==> config.mk <==
export PLATFORM = sky130hd
export DESIGN_NAME = vga_pixel_stream_out
export DESIGN_NICKNAME = d
export VERILOG_FILES = /design/src/rtl/vga_pixel_stream_out.sv
export SDC_FILE = /design/constraint.sdc
export NUM_CORES = 1
export LEC_CHECK = 0
export CAP_MARGIN = 20
export CORE_UTILIZATION = 46
export CTS_CLUSTER_SIZE = 20
export DETAILED_ROUTE_END_ITERATION = 8
export PLACE_DENSITY_LB_ADDON = 0.3
export SYNTH_ARGS = -nofsm -noshare
export SYNTH_HDL_FRONTEND = slang
export SYNTH_SLANG_ARGS = --single-unit
==> constraint.sdc <==
create_clock -name clk -period 1.6 [get_ports clk]
set_input_delay 0.32 -clock clk [delete_from_list [all_inputs] [get_ports clk]]
set_output_delay 0.32 -clock clk [all_outputs]
set_load 0.03 [all_outputs]
==> src/rtl/vga_pixel_stream_out.sv <==
// VGA raster generator at the display end of the drawing chain: publishes the pixel
// coordinate, then realigns sync/blank with the returned colour and expands RRRGGGBB to 8/8/8.
module vga_pixel_stream_out #(
  parameter int   H_ACTIVE = 640,
  parameter int   H_FP     = 16,
  parameter int   H_SYNC   = 96,
  parameter int   H_BP     = 48,
  parameter int   V_ACTIVE = 480,
  parameter int   V_FP     = 10,
  parameter int   V_SYNC   = 2,
  parameter int   V_BP     = 33,
  parameter int   PIPE_LAT = 2,
  parameter logic SYNC_ACT = 1'b0
) (
  input  logic        clk,
  input  logic        reset,
  input  logic        pixEn,
  input  logic [7:0]  RGBIn,
  output logic [10:0] pixelX,
  output logic [10:0] pixelY,
  output logic        startOfFrame,
  output logic        hsync,
  output logic        vsync,
  output logic        blankN,
  output logic [7:0]  red,
  output logic [7:0]  green,
  output logic [7:0]  blue
);

  localparam logic [10:0] H_LAST  = 11'(H_ACTIVE + H_FP + H_SYNC + H_BP - 1);
  localparam logic [10:0] V_LAST  = 11'(V_ACTIVE + V_FP + V_SYNC + V_BP - 1);
  localparam logic [10:0] H_ACT   = 11'(H_ACTIVE);
  localparam logic [10:0] V_ACT   = 11'(V_ACTIVE);
  localparam logic [10:0] HS_BEG  = 11'(H_ACTIVE + H_FP);
  localparam logic [10:0] HS_END  = 11'(H_ACTIVE + H_FP + H_SYNC);
  localparam logic [10:0] VS_BEG  = 11'(V_ACTIVE + V_FP);
  localparam logic [10:0] VS_END  = 11'(V_ACTIVE + V_FP + V_SYNC);
  localparam logic [2:0]  IDLE_P  = {1'b0, ~SYNC_ACT, ~SYNC_ACT};

  // 3-bit channels replicate their MSBs to reach full scale (111 -> FF)
  function automatic logic [7:0] expand3(input logic [2:0] c);
    return {c, c, c[2:1]};
  endfunction

  function automatic logic [7:0] expand2(input logic [1:0] c);
    return {c, c, c, c};
  endfunction

  logic [10:0] hCnt;
  logic [10:0] vCnt;
  logic        hWrap;
  logic        vWrap;
  logic [2:0]  raw_p0;   // {active, hsync, vsync} of the coordinate now on pixelX/pixelY
  logic [2:0]  dly;      // same bits for the coordinate whose colour is on RGBIn

  assign hWrap  = (hCnt == H_LAST);
  assign vWrap  = (vCnt == V_LAST);
  assign pixelX = hCnt;
  assign pixelY = vCnt;

  // ---- stage 0: raster counters
  always_ff @(posedge clk or posedge reset) begin
    if (reset) begin
      hCnt         <= '0;
      vCnt         <= '0;
      startOfFrame <= 1'b0;
    end else if (pixEn) begin
      if (hWrap) begin
        hCnt <= '0;
        if (vWrap) vCnt <= '0;
        else       vCnt <= vCnt + 11'd1;
      end else begin
        hCnt <= hCnt + 11'd1;
      end
      startOfFrame <= hWrap && vWrap;
    end
  end

  always_comb begin
    raw_p0    = IDLE_P;
    raw_p0[2] = (hCnt < H_ACT) && (vCnt < V_ACT);
    if ((hCnt >= HS_BEG) && (hCnt < HS_END)) raw_p0[1] = SYNC_ACT;
    if ((vCnt >= VS_BEG) && (vCnt < VS_END)) raw_p0[0] = SYNC_ACT;
  end

  // ---- stages 1..PIPE_LAT-1: timing delay line; the output register is the last stage
  generate
    if (PIPE_LAT <= 1) begin : g_nodelay
      assign dly = raw_p0;
    end else begin : g_delay
      logic [2:0] sr_p1 [PIPE_LAT-1];

      always_ff @(posedge clk or posedge reset) begin
        if (reset) begin
          for (int i = 0; i < PIPE_LAT-1; i++) sr_p1[i] <= IDLE_P;
        end else if (pixEn) begin
          sr_p1[0] <= raw_p0;
          for (int i = 1; i < PIPE_LAT-1; i++) sr_p1[i] <= sr_p1[i-1];
        end
      end

      assign dly = sr_p1[PIPE_LAT-2];
    end
  endgenerate

  // ---- final stage: colour capture aligned with delayed sync/blank
  always_ff @(posedge clk or posedge reset) begin
    if (reset) begin
      hsync  <= ~SYNC_ACT;
      vsync  <= ~SYNC_ACT;
      blankN <= 1'b0;
      red    <= '0;
      green  <= '0;
      blue   <= '0;
    end else if (pixEn) begin
      hsync  <= dly[1];
      vsync  <= dly[0];
      blankN <= dly[2];
      if (dly[2]) begin
        red   <= expand3(RGBIn[7:5]);
        green <= expand3(RGBIn[4:2]);
        blue  <= expand2(RGBIn[1:0]);
      end else begin
        red   <= '0;
        green <= '0;
        blue  <= '0;
      end
    end
  end

endmodule

# Yosys cells after proc, flatten, opt, wreduce, memory -nomap -nowiden
# Cells that the tools add are included.
[totals]
register_bits = 53
input_bits = 11
out_inout_bits = 50
[classes]
addsub = 2
magnitude_cmp = 6
eq_ne = 2
muxes = 7
n_reduce_logical = 5
[ops]
columns = ["cell", "n"]
rows = [
  ["8-bit two-way mux", 3],
  ["11-bit by 1-bit adder with 11-bit output, second input constant", 2],
  ["11-bit by 10-bit equality test with 1-bit output, second input constant", 2],
  ["11-bit by 10-bit < comparator with 1-bit output, second input constant", 2],
  ["11-bit by 9-bit < comparator with 1-bit output, second input constant", 2],
  ["11-bit two-way mux", 2],
  ["11-bit by 10-bit >= comparator with 1-bit output, second input constant", 1],
  ["11-bit by 9-bit >= comparator with 1-bit output, second input constant", 1],
  ["1-bit logical AND", 4],
  ["1-bit two-way mux", 2],
  ["2-bit AND reduction", 1],
]

# Longest topological paths before layout
# Gate-level depths: netlist (run 1).
[depth]
word_depth = 3
ltp_mapped = 7

# Worst setup path before layout (run 1)
# No wires, ideal clock.
[synth_timing]
path_kind = "register -> register"
startpoint = "reg hCnt[0] (netlist: pixelX[0])"
endpoint = "reg vCnt[4] (netlist: pixelY[4])"
setup_time_ns = 0.092
t_arrival_ns = 1.595
required_ns = 1.508
setup_slack_ns = -0.087
stages_incl_launch_ff = 8
path_buffers = 2
synth_period_minus_slack_ns = 1.687
cell_sequence = "dfrtp_1 -> ha_1 -> and4_1 -> buf_6 -> and3_1 -> buf_4 -> nand2_2 -> o31ai_2"
[synth_between]
elab_chain_cells = 2
[synth_rtl]
columns = ["element", "line_no", "text"]
rows = [
  ["start: declaration", "49", "logic [10:0] hCnt;"],
  ["start signal: assignment", "73", "hCnt <= hCnt + 11'd1;"],
  ["11-bit by 10-bit equality test with 1-bit output", "56", "assign hWrap = (hCnt == H_LAST);"],
  ["2-bit AND reduction (no line)", "-", ""],
  ["end signal: assignment", "71", "else vCnt <= vCnt + 11'd1;"],
  ["end: declaration", "50", "logic [10:0] vCnt;"],
]
# No other way between the ends.
# A chain may end at the register's enable or synchronous reset.

# Final worst setup path (run 1)
[layout_timing]
startpoint = "reg vCnt[4] (netlist: pixelY[4])"
endpoint = "out pixelY[4]"
[layout_rtl]
columns = ["element", "line_no", "text"]
rows = [
  ["end: declaration", "20", "output logic [10:0] pixelY,"],
]
# No word-level cell between the ends.

==> results by group, run 1 <==
Worst setup path
  – Required time reported for the critical path endpoint: 1.28 ns
  – Type of destination of the critical path: output port
  – Ordered list of cells on the worst path: clkdlybuf4s15_1
  – Peak per-stage delay on the critical path: 0.53 ns
  – Worst R2R Path Depth: 7
  – Cell type group with the largest total delay on the critical path: flip-flops
  – CP max-delay cell: sky130_fd_sc_hd__dfrtp_1
  – Sum of buffers and inverters on the critical path: 1
  – Crit path arrival time: 1.24 ns
  – Number of cells on the critical path: 1
  – Worst setup SP type: register
  – Worst-path fanout max: 7
  – Category of the most critical setup path: reg2out

Logic synthesis
  – Number of enable-type register cells in the synthesized netlist: 0
  – Number of instances in the synthesized netlist: ~190
  – Per-instance average area after synthesis: 10.12 sq um
  – Post-synth ARST share: 100.0%
  – Most common flop cell mapped by yosys: sky130_fd_sc_hd__dfrtp_1
  – Sequential share of the synthesized area: about half
  – Syn Std Cell Area: around 1900 sq um
  – Ys Warns: 0
  – Net count after synthesis: 202
  – Post-synthesis cell type count: 39
  – FF+latch count, synth: 37

Power and ir drop
  – Power per cell area: about 1000 nW/um^2
  – Standby leakage power: 1.302 nW
  – Sw Ratio: 36.30%
  – Part of the total power dissipated in the clock network: about a quarter
  – Maximum VDD drop: slightly above 700 uV
  – Internal power of the cells: roughly 1.7 mW
  – Switching Power: between 0.9 and 1 mW
  – Combinational share of power: 31.9%
  – Overall power: about 2.6 mW
  – Power share of the sequential group: between 40% and 50%

STA
  – Total negative setup slack: 0 ns
  – Final Max Slew Viols: 0
  – Worst Tran Pin Value: 0.3252 ns
  – Unrepaired setup endpoints after global routing: false
  – Final period util: 97.27%
  – Final critical-path required period: around 1.6 ns
  – Worst-case clock skew: around 0.0096 ns
  – Count of final setup violators: 0
  – Fmax: between 600 and 700 MHz
  – Max-slew headroom at the worst pin: between 70% and 80%
  – Hold violation total from the final report: 0

Clock tree
  – Clock tree root buffer cell: sky130_fd_sc_hd__clkbuf_8
  – Deepest clock path buffer count: 2
  – TritonCTS sink count: 37
  – Clock H-tree levels: 2
  – Total CTS buffers: 5
  – Clk slew on worst S/H paths: ~0.08 ns
  – Clk_lat worst skew: roughly 0.29 ns
  – Clock tree from TritonCTS: built

Global route
  – First-pass GRT wire length: approximately 6.4 mm
  – Initial antenna violation count: 0
  – Gr ovfl total: 0
  – Vias in the first global route: around 1,400
  – Largest net degree at the start of global routing: 38
  – Total GRT Usage: between 10% and 20%

Route
  – Total vias in the final route: around 1,500
  – Routed wirelength normalized by instance count: approximately 13 um
  – DRC violation total after the first TritonRoute iteration: 80
  – Routed vias/inst: ~5
  – First drt pass iteration count: 4
  – Residual DRC: 0
  – Final WL: 4.021 mm
  – Post-detailed-route count of antenna-violating nets: 0

Job
  – Max Cap Violations: 0

Outcome
  – Result of the run: finished clean

Final layout
  – Fraction of the core area covered by cells at the end of the flow: 66.92%
  – Antenna fix cells: 0
  – Area grow syn2layout: 39.74%
  – Final net count: 270
  – Fraction of layout cells with a size suffix above 1: 22.18%

Die
  – I/O pin count: 61
  – Starting utilization of the core area: around 48%
  – Total Die Area: between 4000 and 5000 sq um
  – Number of placement rows: 23
  – Placeable core region: slightly below 4000 sq um
  – Horizontal die dimension: 66.30 um
  – Vertical extent of the die: between 60 and 70 um

Hold path
  – Classification of the worst-slack hold path: in2async

Place
  – Count of input and output buffers: 60
  – Half-perimeter wire length of the detailed placement result: about 2.8 mm
  – Routability Congestion: 0.8213
==> path summary, 6_finish.rpt <==
path                                       startpoint               endpoint  slack (ns)
min in group clk                   blankN$_DFFE_PP0P_     blankN$_DFFE_PP0P_        0.50
worst max register to register  pixelY[0]$_DFFE_PP0P_  pixelY[2]$_DFFE_PP0P_        0.12
worst min register to register     blankN$_DFFE_PP0P_     blankN$_DFFE_PP0P_        0.50
max in group asynchronous                       reset     dly[1]$_DFFE_PP1P_        0.96
worst max-delay path            pixelY[4]$_DFFE_PP0P_              pixelY[4]        0.04
worst min-delay path                            reset   green[4]$_DFFE_PP0P_        0.38
==> per-stage QoR <==
| step | hold slack [ns] | worst slack (ns) | instance area [sq um] | instances |
|---|---|---|---|---|
| 4_1_cts | 0.3863 | 0.04263 | 2595 | 303 |
| 5_1_grt | 0.4222 | 0.01104 | 2658 | 307 |
| 6_report | 0.3804 | 0.04361 | 2658 | 307 |
| 2_1_floorplan | 0.4368 | 0.002679 | 1907 | 188 |
| 3_5_place_dp | 0.4929 | -0.1755 | 2556 | 293 |
| 3_3_place_gp | 0.4886 | -0.1416 | 2556 | 293 |
==> cell type report <==
type                            instances  area, sq um
Fill cell                             323         1314
Sequential cell                        37        934.6
Multi-Input combinational cell        112        782.0
Timing Repair Buffer                   84        732.0
Clock buffer                            5        68.82
Tap cell                               50        62.56
Inverter                               16        60.06
Clock inverter                          3        17.52
==> cells in the mapped netlist (3+ instances only) <==
library cell	instances	area, sq um
sky130_fd_sc_hd__nor3_1	3	15.01
sky130_fd_sc_hd__mux2_2	4	45.04
sky130_fd_sc_hd__nor2_1	8	30.03
sky130_fd_sc_hd__o21ai_1	3	15.01
sky130_fd_sc_hd__inv_1	16	60.06
sky130_fd_sc_hd__clkbuf_1	5	18.77
sky130_fd_sc_hd__and3_1	4	25.02
sky130_fd_sc_hd__dfstp_2	4	105.1
sky130_fd_sc_hd__xnor2_1	5	43.79
sky130_fd_sc_hd__buf_4	17	127.6
sky130_fd_sc_hd__nand2_1	15	56.30
sky130_fd_sc_hd__nand3_1	11	55.05
sky130_fd_sc_hd__o21ai_0	11	55.05
sky130_fd_sc_hd__xor2_1	8	70.07
sky130_fd_sc_hd__nand4_1	7	43.79
sky130_fd_sc_hd__ha_1	3	37.54
sky130_fd_sc_hd__and4_1	3	26.28
sky130_fd_sc_hd__dfrtp_1	33	825.8
==> cell usage in the layout (no fill, tap or decap), drive strengths merged, types with 2 or more instances in the layout <==
cell type      count
and4               3
clkdlybuf4s50     10
xnor2              5
and3               4
nor4               3
o22ai              2
nor2               8
ha                 3
dlygate4sd2       49
nor3               5
clkbuf             5
nand4              7
buf               24
nand2             16
a21oi              2
xor2               8
mux2               4
o21ai             14
or3                2
dfstp              4
nor4bb             2
nand3             13
dfrtp             33
inv               16
clkinv             2
==> layer usage <==
metal  part of all wire [%]  GRT usage [%]
met5                      0              0
met3                    5.5          5.345
met1                     45          25.52
met4                    1.6          8.777
met2                     47          30.87
==> sequential cells by signal, indices dropped and copies added (netlist names) <==
| register | flops |
|---|---|
| pixelY | 11 |
| startOfFrame | 1 |
| green | 3 |
| vsync | 1 |
| blue | 2 |
| red | 3 |
| blankN | 1 |
| hsync | 1 |
| dly | 3 |
| pixelX | 11 |
==> cell families (layout without fill, tap and decap cells) <==
group,count (synthesis),after routing,synth area share (%)
XOR/XNOR,13,13,5.987
flip-flops,37,37,48.95
adder cells (fa/ha/maj),3,3,1.974
AO/OA/AOI/OAI,23,23,7.105
AND/OR/NAND/NOR,67,68,21.05
multiplexers,5,5,2.895
buffers and inverters,40,108,12.04
==> timing repair <==
action	in CTS	in global routing
pin swaps	1	3
endpoints found under the hold margin	0	0
resized for setup	50	10
cloned	0	1
endpoints found under the setup margin	56	10
buffers inserted	2	3
hold buffers	0	0
==> power groups by stage <==
stage          clock network (mW)  registers, mW  logic, mW
6_report                    0.640           1.16      0.845
5_1_grt                     0.701           1.19      0.914
4_1_cts                     0.656           1.16      0.846
3_5_place_dp                    0           1.18      0.943
3_3_place_gp                    0           1.18      0.936
2_1_floorplan                   0           1.39      0.341
(Power assumes the default switching activity.)
==> inputs of run 2 (changes only) <==
--- a/config.mk
+++ b/config.mk
@@ -6,10 +6,11 @@
 export NUM_CORES = 1
 export LEC_CHECK = 0
 export CAP_MARGIN = 20
-export CORE_UTILIZATION = 46
+export CORE_UTILIZATION = 30
 export CTS_CLUSTER_SIZE = 20
 export DETAILED_ROUTE_END_ITERATION = 8
 export PLACE_DENSITY_LB_ADDON = 0.3
+export SKIP_CTS_REPAIR_TIMING = 1
 export SYNTH_ARGS = -nofsm -noshare
 export SYNTH_HDL_FRONTEND = slang
 export SYNTH_SLANG_ARGS = --single-unit
==> results by group, run 2 (synthesized netlist as in run 1, its figures left out) <==
Outcome
  – Result of the run: finished clean (unchanged)

Clock tree
  – TritonCTS sink count: 37 (unchanged)
  – Clock tree from TritonCTS: built (unchanged)
  – Clk_lat worst skew: 0.29 ns (about the same)
  – Total CTS buffers: 5 (unchanged)
  – Clock tree root buffer cell: sky130_fd_sc_hd__clkbuf_8 (unchanged)
  – Clock H-tree levels: 2 (unchanged)
  – Deepest clock path buffer count: 2 (unchanged)
  – Clk slew on worst S/H paths: 0.08 ns (about the same)

Route
  – First drt pass iteration count: 4 (unchanged)
  – Total vias in the final route: 1,543 (was 1,538)
  – DRC violation total after the first TritonRoute iteration: 87 (was 80)
  – Final WL: 4.508 mm (was 4.021 mm)
  – Post-detailed-route count of antenna-violating nets: 0 (unchanged)
  – Routed vias/inst: 4.662 (was 5.010)
  – Routed wirelength normalized by instance count: 13.62 um (was 13.10 um)
  – Residual DRC: 0 (unchanged)

Die
  – Total Die Area: 6662 sq um (was 4396 sq um)
  – Starting utilization of the core area: 31.56% (was 47.89%)
  – Vertical extent of the die: 81.62 um (was 66.30 um)
  – Number of placement rows: 28 (was 23)
  – I/O pin count: 61 (unchanged)
  – Horizontal die dimension: 81.62 um (was 66.30 um)
  – Placeable core region: 6026 sq um (was 3971 sq um)

Power and ir drop
  – Switching Power: 0.9626 mW (was 0.9601 mW)
  – Internal power of the cells: 1.834 mW (was 1.685 mW)
  – Maximum VDD drop: 585.1 uV (was 703.8 uV)
  – Part of the total power dissipated in the clock network: 24.5% (was 24.2%)
  – Sw Ratio: 34.42% (was 36.30%)
  – Standby leakage power: 1.820 nW (was 1.302 nW)
  – Combinational share of power: 34.7% (was 31.9%)
  – Power per cell area: 980.3 nW/um^2 (was 995.3 nW/um^2)
  – Overall power: 2.796 mW (was 2.645 mW)
  – Power share of the sequential group: 40.7% (was 43.9%)

Worst setup path
  – Sum of buffers and inverters on the critical path: 2 (was 1)
  – Ordered list of cells on the worst path: inv_1 -> ha_1 -> nor4bb_1 -> nand4_1 -> buf_4 -> nand2b_1 -> a31oi_1 (was clkdlybuf4s15_1)
  – Worst-path fanout max: 6 (was 7)
  – Source of the worst register-to-register timing path: pixelY[1]$_DFFE_PP0P_ (was pixelY[0]$_DFFE_PP0P_)
  – Required time reported for the critical path endpoint: 1.78 ns (was 1.28 ns)
  – Worst R2R Path Depth: 7 (unchanged)
  – Type of destination of the critical path: register (was output port)
  – CP startpoint: pixelY[1]$_DFFE_PP0P_ (was pixelY[4]$_DFFE_PP0P_)
  – Category of the most critical setup path: reg2reg (was reg2out)
  – Worst setup SP type: register (unchanged)
  – Cell type group with the largest total delay on the critical path: simple AND/OR/NAND/NOR gates (was flip-flops)
  – Number of cells on the critical path: 7 (was 1)
  – Peak per-stage delay on the critical path: 0.40 ns (was 0.53 ns)
  – CP max-delay cell: sky130_fd_sc_hd__dfrtp_1 (unchanged)
  – Crit path arrival time: 1.67 ns (was 1.24 ns)

STA
  – Final critical-path required period: 1.496 ns (was 1.556 ns)
  – Fmax: 668.6 MHz (was 642.5 MHz)
  – Worst-case clock skew: 0.007139 ns (was 0.009593 ns)
  – Final Max Slew Viols: 0 (unchanged)
  – Final period util: 93.48% (was 97.27%)
  – Hold violation total from the final report: 0 (unchanged)
  – Total negative setup slack: 0 ns (unchanged)
  – Max-slew headroom at the worst pin: 77.46% (was 78.12%)
  – Worst Tran Pin Value: 0.3376 ns (was 0.3252 ns)
  – Count of final setup violators: 0 (unchanged)
  – Final hold slack: 0.3829 ns (was 0.3804 ns)

Final layout
  – Fraction of layout cells with a size suffix above 1: 19.92% (was 22.18%)
  – Final net count: 269 (was 270)
  – Most common cell after layout, fill and taps aside: sky130_fd_sc_hd__dlymetal6s2s_1 (was sky130_fd_sc_hd__dlygate4sd2_1)
  – Count of fill cells added during filler insertion: 593 (was 323)
  – Antenna fix cells: 0 (unchanged)
  – Commonest cells after routing, fill and taps aside: sky130_fd_sc_hd__dlymetal6s2s_1, sky130_fd_sc_hd__dfrtp_1, sky130_fd_sc_hd__buf_4, sky130_fd_sc_hd__inv_1, sky130_fd_sc_hd__nand2_1 (was sky130_fd_sc_hd__dlygate4sd2_1, sky130_fd_sc_hd__dfrtp_1, sky130_fd_sc_hd__buf_4, sky130_fd_sc_hd__inv_1, sky130_fd_sc_hd__nand2_1)
  – Area grow syn2layout: 50.00% (was 39.74%)

Hold path
  – Classification of the worst-slack hold path: in2async (unchanged)

Place
  – Routability Congestion: 0.8181 (was 0.8213)
  – Half-perimeter wire length of the detailed placement result: 3.142 mm (was 2.844 mm)
  – Count of input and output buffers: 60 (unchanged)

Global route
  – Largest net degree at the start of global routing: 38 (unchanged)
  – Total GRT Usage: 13.73% (was 19.77%)
  – Gr ovfl total: 0 (unchanged)
  – First-pass GRT wire length: 6.900 mm (was 6.354 mm)
  – Vias in the first global route: 1,475 (was 1,369)
  – Initial antenna violation count: 0 (unchanged)

Job
  – Max Cap Violations: 0 (unchanged)
[run 2: changes by cell type in the layout (fill, tap and decap cells not counted), sizes merged]
cell           before  now
dlymetal6s2s        0   50
clkbuf              5    8
clkinvlp            1    0
clkinv              2    0
clkdlybuf4s15       1    0
dlygate4sd2        49    0
buf                24   23
[run 2: final timing paths]
check,slack (ns),to
setup / recovery,0.10,pixelY[2]$_DFFE_PP0P_
setup reg to reg,0.10,pixelY[2]$_DFFE_PP0P_
hold reg to reg,0.51,blankN$_DFFE_PP0P_
min in group clk,0.51,blankN$_DFFE_PP0P_
max in group asynchronous,0.96,dly[1]$_DFFE_PP1P_
hold / removal,0.38,pixelY[6]$_DFFE_PP0P_
[run 2: metrics by stage]
step | utilization, % | std cells | cell area (sq um) | setup slack (ns)
floorplan | - | 188 | 1907 | 0.002679
global route | 47.34 | 331 | 2853 | -0.03379
CTS | 44.68 | 328 | 2693 | -0.2215
finish | 47.34 | 331 | 2853 | 0.1044
detailed placement | 43.19 | 320 | 2603 | -0.2304
global placement | 43.19 | 320 | 2603 | -0.1898
[run 2: power groups by stage]
stage	logic (mW)	registers, mW	clock network, mW
5_1_grt	1.04	1.16	0.746
3_5_place_dp	1.00	1.16	0
6_report	0.971	1.14	0.686
2_1_floorplan	0.341	1.39	0
3_3_place_gp	0.988	1.16	0
4_1_cts	1.00	1.15	0.707
[run 2: area by class of cell]
type | count | area [sq um] | share of cell area, %
flip-flops and latches | 37 | 933.4 | 32.72
repair buffers | 83 | 910.9 | 31.93
multi-input cells | 112 | 764.5 | 26.80
well taps | 75 | 93.84 | 3.289
clock buffers | 8 | 90.09 | 3.158
inverters | 16 | 60.06 | 2.105
[run 2: tightest hold or removal path: stages]
cell and delay (ns):
sky130_fd_sc_hd__clkdlybuf4s50_1 0.40, sky130_fd_sc_hd__inv_1 0.09, sky130_fd_sc_hd__buf_12 0.23
[run 2: metal layers]
layer  vias to the layer above  wire (um)  global-route usage [%]
li1                        758          -                       -
met1                       718       2022                   16.91
met2                        60       2031                   21.92
met3                         7        393                   5.111
met4                         0         61                   4.912
met5                         -          0                       0
